<file path="config.mk">
export PLATFORM = sky130hd
export DESIGN_NAME = registers_mp_flat
export DESIGN_NICKNAME = d
export VERILOG_FILES = /design/src/rtl/registers_mp_pkg.sv /design/src/rtl/registers_mp_if.sv /design/src/rtl/registers_mp_reg_scoreboard.sv /design/src/rtl/registers_mp.sv /design/src/flat_wrapper.sv
export SDC_FILE = /design/constraint.sdc
export NUM_CORES = 2
export LEC_CHECK = 0
export CORE_MARGIN = 5
export CORE_UTILIZATION = 45
export DETAILED_ROUTE_END_ITERATION = 16
export DONT_BUFFER_PORTS = 1
export PLACE_DENSITY_LB_ADDON = 0.3
export SYNTH_ARGS = -nofsm -noshare
export SYNTH_HDL_FRONTEND = slang
export SYNTH_HIERARCHICAL = 1
export SYNTH_SLANG_ARGS = --single-unit
</file>
<file path="constraint.sdc">
create_clock -name clk -period 39.4 [get_ports clk]
set_input_delay 1.97 -clock clk [delete_from_list [all_inputs] [get_ports clk]]
set_output_delay 1.97 -clock clk [all_outputs]
set_load 0.005 [all_outputs]
</file>
<file path="src/rtl/registers_mp_pkg.sv">
// Shared register-file constants and helpers for the registers_mp slice.
// Holds default widths plus the MIPS ABI register indices ($v0, $a0, $ra).
package registers_mp_pkg;

  localparam int DEF_DW   = 32;
  localparam int DEF_NREG = 32;

  localparam int REG_V0 = 2;
  localparam int REG_A0 = 4;
  localparam int REG_RA = 31;

  // Address width for n registers, never narrower than one bit.
  function automatic int addr_w(input int n);
    return (n < 2) ? 1 : $clog2(n);
  endfunction

endpackage

</file>
<file path="src/rtl/registers_mp_if.sv">
// Decode/writeback bus of the register file: read ports, write ports, taps.
// master drives addresses/writes/issues; slave returns read data/busy/taps.
interface registers_mp_if
  import registers_mp_pkg::*;
#(
  parameter int DW     = DEF_DW,
  parameter int AW     = 5,
  parameter int NUM_RD = 2
);

  logic [NUM_RD*AW-1:0] rd_addr;
  logic [NUM_RD*DW-1:0] rd_data;
  logic [NUM_RD-1:0]    rd_busy;

  logic          wr_en;
  logic [AW-1:0] wr_addr;
  logic [DW-1:0] wr_data;

  logic          link_en;
  logic [DW-1:0] link_data;

  logic          iss_en;
  logic [AW-1:0] iss_addr;

  logic [DW-1:0] v0;
  logic [DW-1:0] a0;

  modport master (
    output rd_addr, wr_en, wr_addr, wr_data,
    output link_en, link_data, iss_en, iss_addr,
    input  rd_data, rd_busy, v0, a0
  );

  modport slave (
    input  rd_addr, wr_en, wr_addr, wr_data,
    input  link_en, link_data, iss_en, iss_addr,
    output rd_data, rd_busy, v0, a0
  );

endinterface

</file>
<file path="src/rtl/registers_mp_reg_scoreboard.sv">
// Per-register busy bits with two clear ports, one set port, NUM_RD lookups.
// Ports: clk, rst (async high), clr_a/clr_b (+addr), set_en/set_addr, lk_addr -> lk_busy.
module reg_scoreboard
  import registers_mp_pkg::*;
#(
  parameter int NREG     = DEF_NREG,
  parameter int AW       = addr_w(NREG),
  parameter int NUM_RD   = 2,
  parameter int BYPASS   = 1,
  parameter int ZERO_REG = 1
) (
  input  logic                 clk,
  input  logic                 rst,
  input  logic                 clr_a,
  input  logic [AW-1:0]        clr_a_addr,
  input  logic                 clr_b,
  input  logic [AW-1:0]        clr_b_addr,
  input  logic                 set_en,
  input  logic [AW-1:0]        set_addr,
  input  logic [NUM_RD*AW-1:0] lk_addr,
  output logic [NUM_RD-1:0]    lk_busy
);

  logic [NREG-1:0] busy;
  logic [NREG-1:0] clr_vec;
  logic [NREG-1:0] set_vec;
  logic [NREG-1:0] view;

  always_comb begin
    clr_vec = '0;
    set_vec = '0;
    if (clr_a) clr_vec[clr_a_addr] = 1'b1;
    if (clr_b) clr_vec[clr_b_addr] = 1'b1;
    if (set_en) set_vec[set_addr] = 1'b1;
    if (ZERO_REG != 0) set_vec[0] = 1'b0;
  end

  // Set is OR-ed after the clear: a new producer beats a completion.
  always_ff @(posedge clk or posedge rst) begin
    if (rst) busy <= '0;
    else     busy <= (busy & ~clr_vec) | set_vec;
  end

  // Completions are visible to lookups in their own cycle; issues are not.
  assign view = (BYPASS != 0) ? (busy & ~clr_vec) : busy;

  for (genvar i = 0; i < NUM_RD; i++) begin : g_lk
    assign lk_busy[i] = view[lk_addr[i*AW +: AW]];
  end

endmodule

</file>
<file path="src/rtl/registers_mp.sv">
// Multi-read-port register file with link write port, scoreboard, v0/a0 taps.
// Ports: clk, rst (async high), bus (registers_mp_if.slave).
module registers_mp
  import registers_mp_pkg::*;
#(
  parameter int DW       = DEF_DW,
  parameter int NREG     = DEF_NREG,
  parameter int AW       = addr_w(NREG),
  parameter int NUM_RD   = 2,
  parameter int BYPASS   = 1,
  parameter int ZERO_REG = 1,
  parameter int LINK_REG = REG_RA,
  parameter int V0_REG   = REG_V0,
  parameter int A0_REG   = REG_A0
) (
  input logic           clk,
  input logic           rst,
  registers_mp_if.slave bus
);

  localparam logic [AW-1:0] LINK_A = AW'(LINK_REG);

  logic [DW-1:0] regs [NREG];
  logic          wr_ok;
  logic          link_ok;

  assign wr_ok   = bus.wr_en &&
                   !(ZERO_REG != 0 && bus.wr_addr == '0);
  assign link_ok = bus.link_en &&
                   !(ZERO_REG != 0 && LINK_A == '0);

  // Link write is applied last so it wins a same-register collision.
  always_ff @(posedge clk or posedge rst) begin
    if (rst) begin
      for (int r = 0; r < NREG; r++) regs[r] <= '0;
    end else begin
      if (wr_ok)   regs[bus.wr_addr] <= bus.wr_data;
      if (link_ok) regs[LINK_A]      <= bus.link_data;
    end
  end

  reg_scoreboard #(
    .NREG     (NREG),
    .AW       (AW),
    .NUM_RD   (NUM_RD),
    .BYPASS   (BYPASS),
    .ZERO_REG (ZERO_REG)
  ) u_sb (
    .clk        (clk),
    .rst        (rst),
    .clr_a      (bus.wr_en),
    .clr_a_addr (bus.wr_addr),
    .clr_b      (bus.link_en),
    .clr_b_addr (LINK_A),
    .set_en     (bus.iss_en),
    .set_addr   (bus.iss_addr),
    .lk_addr    (bus.rd_addr),
    .lk_busy    (bus.rd_busy)
  );

  for (genvar i = 0; i < NUM_RD; i++) begin : g_rd
    logic [AW-1:0] a;
    logic [DW-1:0] data;

    assign a = bus.rd_addr[i*AW +: AW];

    always_comb begin
      data = regs[a];
      if (BYPASS != 0) begin
        if (bus.link_en && a == LINK_A)
          data = bus.link_data;
        else if (bus.wr_en && a == bus.wr_addr)
          data = bus.wr_data;
      end
      // Hardwired zero overrides any forwarded value.
      if (ZERO_REG != 0 && a == '0) data = '0;
    end

    assign bus.rd_data[i*DW +: DW] = data;
  end

  assign bus.v0 = regs[V0_REG];
  assign bus.a0 = regs[A0_REG];

endmodule

</file>
<file path="src/flat_wrapper.sv">
// flat-port wrapper written by rule: the top's interface ports become plain ports
module registers_mp_flat import registers_mp_pkg::*;
#(
  parameter int DW       = DEF_DW,
  parameter int NREG     = DEF_NREG,
  parameter int AW       = addr_w(NREG),
  parameter int NUM_RD   = 2,
  parameter int BYPASS   = 1,
  parameter int ZERO_REG = 1,
  parameter int LINK_REG = REG_RA,
  parameter int V0_REG   = REG_V0,
  parameter int A0_REG   = REG_A0
)
  (clk, rst, bus_rd_addr, bus_wr_en, bus_wr_addr, bus_wr_data, bus_link_en, bus_link_data, bus_iss_en, bus_iss_addr, bus_rd_data, bus_rd_busy, bus_v0, bus_a0);
  registers_mp_if #(.DW(DW), .AW(AW), .NUM_RD(NUM_RD)) bus_i ();
  input logic clk;
  input logic rst;
  input wire logic [$bits(bus_i.rd_addr)-1:0] bus_rd_addr;
  input wire logic [$bits(bus_i.wr_en)-1:0] bus_wr_en;
  input wire logic [$bits(bus_i.wr_addr)-1:0] bus_wr_addr;
  input wire logic [$bits(bus_i.wr_data)-1:0] bus_wr_data;
  input wire logic [$bits(bus_i.link_en)-1:0] bus_link_en;
  input wire logic [$bits(bus_i.link_data)-1:0] bus_link_data;
  input wire logic [$bits(bus_i.iss_en)-1:0] bus_iss_en;
  input wire logic [$bits(bus_i.iss_addr)-1:0] bus_iss_addr;
  output wire logic [$bits(bus_i.rd_data)-1:0] bus_rd_data;
  output wire logic [$bits(bus_i.rd_busy)-1:0] bus_rd_busy;
  output wire logic [$bits(bus_i.v0)-1:0] bus_v0;
  output wire logic [$bits(bus_i.a0)-1:0] bus_a0;
  assign bus_i.rd_addr = bus_rd_addr;
  assign bus_i.wr_en = bus_wr_en;
  assign bus_i.wr_addr = bus_wr_addr;
  assign bus_i.wr_data = bus_wr_data;
  assign bus_i.link_en = bus_link_en;
  assign bus_i.link_data = bus_link_data;
  assign bus_i.iss_en = bus_iss_en;
  assign bus_i.iss_addr = bus_iss_addr;
  assign bus_rd_data = bus_i.rd_data;
  assign bus_rd_busy = bus_i.rd_busy;
  assign bus_v0 = bus_i.v0;
  assign bus_a0 = bus_i.a0;
  registers_mp #(.DW(DW), .NREG(NREG), .AW(AW), .NUM_RD(NUM_RD), .BYPASS(BYPASS), .ZERO_REG(ZERO_REG), .LINK_REG(LINK_REG), .V0_REG(V0_REG), .A0_REG(A0_REG)) u_core (.clk(clk), .rst(rst), .bus(bus_i));
endmodule
</file>
======== Word-level counts from Yosys, hierarchy flattened ========
Cells that the tools add are included.
storage, ports and cells
  bits in registers ....................... 1056
  bits of input ports ..................... 89
  output and inout port bits .............. 130
  word-level logic and storage cells ...... 94
cells by class
  order comparisons ....................... 10
  eq/ne operators ......................... 4
  muxes and demuxes ....................... 28
  bitwise logic cells ..................... 6
  reduce and logical (&&, ||, !) cells .... 13
operators with widths
  cell                                                                                 number
  1024-bit bitwise mux                                                                 1
  32-bit 2-to-1 mux                                                                    16
  32-bit binary-select mux with 5-bit select                                           2
  32-bit demux with 5-bit select                                                       1
  32-bit bitwise AND                                                                   1
  32-bit NOT                                                                           1
  32-bit bitwise OR                                                                    1
  5-bit by 6-bit < comparator with 1-bit output, second input constant                 4
  6-bit greater-or-equal comparator, second input constant                             3
  5-bit NOT with 6-bit output                                                          3
  5-bit zero test                                                                      3
  1-bit binary-select mux with 5-bit select                                            2
  1-bit demux with 5-bit select                                                        2
  5-bit equality test                                                                  2
  5-bit equality test, second input constant                                           2
  5-bit by 1-bit greater-or-equal comparator with 1-bit output, second input constant  2
  1-bit logical AND                                                                    8
  6-bit by 1-bit < comparator with 1-bit output, second input constant                 1
  1-bit 2-to-1 mux                                                                     4
  2-bit nonzero test                                                                   1
  1-bit zero test                                                                      1

======== Depth between registers and ports, before layout ========
  depth in word-level cells ............... 10
  depth in mapped cells ................... 10

======== Cells and area by module ========
The synthesis kept the hierarchy.
modules (own cells, without submodules)
  module          times used  cells each  area each (µm²)
  registers_mp    1           4042        56355.3
  reg_scoreboard  1           214         2248.4

======== Worst setup path after synthesis ========
Ideal clock, no wire load.
  kind .................................... input -> output
  start point ............................. input bus_rd_addr[5]
  end point ............................... output bus_rd_data[42]
  data arrival time ....................... 3.556 ns
  data required time ...................... 37.430 ns
  path slack .............................. 33.874 ns
  stages .................................. 7
  buffers on the path ..................... 2
  cell sequence ........................... buf_6 buf_2 mux4_2 mux2_2 nand2_1 a2111oi_0 a221o_1
between the ends
  word-level cells in the longest chain between the ends .. 7
  elaborated cells between the ends (all ways) .. 12
  classes of those cells .................. eq/ne (2); mux (6); bitwise (1); reduce/logical (3)
ends and longest elaborated chain
  what                                                   line                RTL
  start: declaration                                     flat_wrapper.sv:18  input wire logic [$bits(bus_i.rd_addr)-1:0] bus_rd_addr;
  5-bit NOT with 6-bit output (implied by the code)      registers_mp.sv:68  data = regs[a];
  32-bit binary-select mux with 5-bit select             registers_mp.sv:68
  32-bit 2-to-1 mux (implied by the code) (2 in series)  registers_mp.sv:68
  32-bit 2-to-1 mux                                      registers_mp.sv:72  else if (bus.wr_en && a == bus.wr_addr)
  32-bit 2-to-1 mux                                      registers_mp.sv:70  if (bus.link_en && a == LINK_A)
  32-bit 2-to-1 mux *                                    registers_mp.sv:76  if (ZERO_REG != 0 && a == '0) data = '0;
  end: declaration                                       flat_wrapper.sv:26  output wire logic [$bits(bus_i.rd_data)-1:0] bus_rd_data;
Every way passes the cells marked *; elsewhere a longest branch is shown, timed or not. The select of a mux whose other input is x is not followed.

======== Final worst setup path ========
  start point ............................. input bus_rd_addr[5]
  end point ............................... output bus_rd_data[41]
The elaborated chain is that of the path after synthesis.

==> results.cfg <==
[setup_path]
critPathMaxFanout = 206
arrival_ns = 5.13
critPathKind = in -> out
critPathBufInv = 1
max_stage_delay_ns = 1.08
worstPathRequired_ns = 37.43
crit_slowest_cell = a2111oi_0
cp_top_family = compound AO/OA/AOI/OAI gates
crit_chain = and2_1 > buf_4 > nand2_1 > a31oi_1 > a2111oi_0 > a221o_1
end_kind = output port
cp-start-kind = primary input

[sta]
final.period_utilization_pct = 18.03
final-max-slew-violation-count = 63
period_needed_ns = 7.105
rsz0062_at_grt = false
hold_viol = 0
fmax_mhz = 140.8
setup_tns_ns = 0
slew_headroom_pct = -6.899
setup_viol = 0
whs_ns = 0.3925
worst_pin_slew_ns = 1.603
skew_ns = 0

[clocking]
cts_buffers = 113
cts_resized = 0
cts_setup_buffers = 0
holdBufCountCts = 0
cts_tree = yes
cts.clk_slew.worst_paths_ns = 0.06
htreeDepth = 3
worstSkewPairLatency_ns = 0.74
cts_root_buffer = clkbuf_16
cts_sinks = 1056
clockBufferDepth = 3

[yosys]
synth_top_family_by_area = multiplexers
postSynthAreaPerCell_um2 = 13.77
synth_edf_count = 0
syn_inst = 4256
synth_flop_cell = dfrtp_1
synth_mux_area_share_pct = 39.88
yosysUniqueCellTypes = 59
synth_area_mm2 = 0.05860
ys_ff_latch = 1056
yosys.area_share.simple_pct = 3.185
ys_warn_count = 6
synthAdderAreaFrac_pct = 0
synthXorXnorAreaFrac_pct = 0.1495
synth_compound_area_share_pct = 6.962
ys_seq_area_share_pct = 45.09
synthArstFlopShare_pct = 100.0

[placed_design]
numPortBuffers = 0
place_congestion = 0.8925
place_hpwl_mm = 113.9

[run_status]
status = complete, but fails checks
violations = max-capacitance violations, max-slew violations

[detailed_routing]
vias_per_cell = 6.654
final_antenna_net_count = 0
num_vias = 38446
route.detailed.drc = 0
wl_per_cell_um = 32.38
drt_iter0_drc = 3735
drt_pass1_iterations = 6
routed_wl_mm = 187.1

[finish]
finalNetCount = 4027
layout-drive-gt1-share_pct = 43.14
synthToLayoutAreaGrowth_pct = 7.302
fillers = 11255
multiInputGateArea_mm2 = 0.02978
regArea_mm2 = 0.02643

[global_route]
overflow = 0
grt_use_total_pct = 26.81
first_global_vias = 38612
antenna_found_initial = 5
grt_pass1_wl_mm = 274.1
grt_max_degree = 338

[hold_path]
hp-class = reg -> reg

[floorplan]
coreArea_mm2 = 0.1295
start_util_pct = 45.26
dieArea_mm2 = 0.1375
ios = 219
fp.dieW_um = 370.9
die_height_um = 370.9
std_cell_rows = 132

[flow_run]
cap_violations = 1

[power_and_ir_drop]
ir_worst_vdd_mv = 0.04180
p_per_area_mw_per_mm2 = 50.40
leakagePower_nw = 26.69
-- cell usage in the layout (no fill, tap or decap), types with 26 or more instances in the layout --
| cell | n |
|---|---|
| a21oi_1 | 65 |
| a2111oi_0 | 55 |
| nor2b_1 | 68 |
| dfrtp_1 | 1056 |
| o21ai_0 | 64 |
| clkbuf_16 | 113 |
| mux2i_1 | 301 |
| clkbuf_8 | 31 |
| mux4_2 | 392 |
| a31oi_1 | 64 |
| a211oi_1 | 64 |
| clkbuf_1 | 26 |
| a221o_1 | 64 |
| conb_1 | 32 |
| buf_4 | 61 |
| mux2_2 | 1024 |
| o22ai_1 | 69 |
| a22oi_1 | 64 |
| nand2_1 | 173 |
-- flip-flops by register name (all words and copies together), names as in the netlist --
name / flops
u_core/u_sb/busy: 32
u_core/regs: 960
u_core/bus.v0: 32
u_core/bus.a0: 32
-- cells by family after synthesis --
group                     Yosys count
AOI/OAI and AO/OA                 560
xor gates and xnor gates           10
buffers and inverters             538
DFF                              1056
muxes                            1717
other                               1
and+or+nand+nor                   374
-- area by class of cell --
cell class                      count  share of cell area [%]
Antenna cell                        3                 0.01194
Clock buffer                      170                   5.330
Clock inverter                     40                  0.9013
Inverter                            6                 0.04775
Sequential cell                  1056                   42.02
Tap cell                         1742                   3.466
Multi-Input combinational cell   2693                   47.36
Timing Repair Buffer               68                  0.8635
-- Yosys cell counts (12+ instances only) --
master / instances / area share [%]
a221o_1: 64 / 1.1
nor2b_1: 72 / 0.77
a21oi_1: 65 / 0.56
buf_2: 104 / 0.89
dfrtp_1: 1056 / 45
nor2_1: 31 / 0.20
o221ai_1: 23 / 0.34
buf_1: 53 / 0.34
nand2_1: 192 / 1.2
o22ai_1: 69 / 0.74
buf_4: 97 / 1.2
a22oi_1: 64 / 0.82
mux2i_1: 301 / 5.1
buf_6: 28 / 0.54
clkbuf_1: 243 / 1.6
mux4_2: 392 / 15
a211oi_1: 64 / 0.82
a31oi_1: 64 / 0.68
a2111oi_0: 60 / 0.90
o21ai_0: 64 / 0.55
mux2_2: 1024 / 20
nand3b_1: 15 / 0.19
nand3_1: 12 / 0.10
-- through the flow --
stage	worst slack [ns]	std cells	util (%)	area, um2	power (mW)
6_report	32.30	5778	48.56	62880	3.170
5_1_grt	32.33	5775	48.56	62880	3.291
4_1_cts	32.74	5775	48.56	62880	3.175
3_5_place_dp	32.75	5565	45.53	58960	2.049
3_3_place_gp	32.34	5561	45.51	58930	2.026
2_1_floorplan	8.614	4287	-	58720	1.935
-- final timing paths --
check	from	depth (start not counted)	endpoint	slack, ns
hold / removal	u_core/regs[995]	0	u_core/regs[995]	0.39
max in group asynchronous	rst	4	u_core/regs[503]	35.07
setup reg to reg	u_core/bus.v0[18]	1	u_core/bus.v0[18]	38.34
hold reg to reg	u_core/regs[995]	0	u_core/regs[995]	0.39
setup / recovery	bus_rd_addr[5]	6	bus_rd_data[41]	32.30
min in group asynchronous	rst	1	u_core/regs[113]	1.21
-- layer usage --
metal / up-vias / routed length, um / track usage (%)
met5: - / 10 / 0
met4: 2 / 8913 / 10.83
met3: 399 / 16370 / 6.747
met2: 1737 / 86310 / 41.91
met1: 20642 / 75490 / 36.04
li1: 15666 / - / -
-- power by group --
part           leakage, nW  internal, mW  switching, mW
combinational         11.2         0.362          0.230
clock                 1.93         0.665          0.462
sequential            13.5          1.29          0.163
No activity file was read; power rests on OpenSTA's default activity.
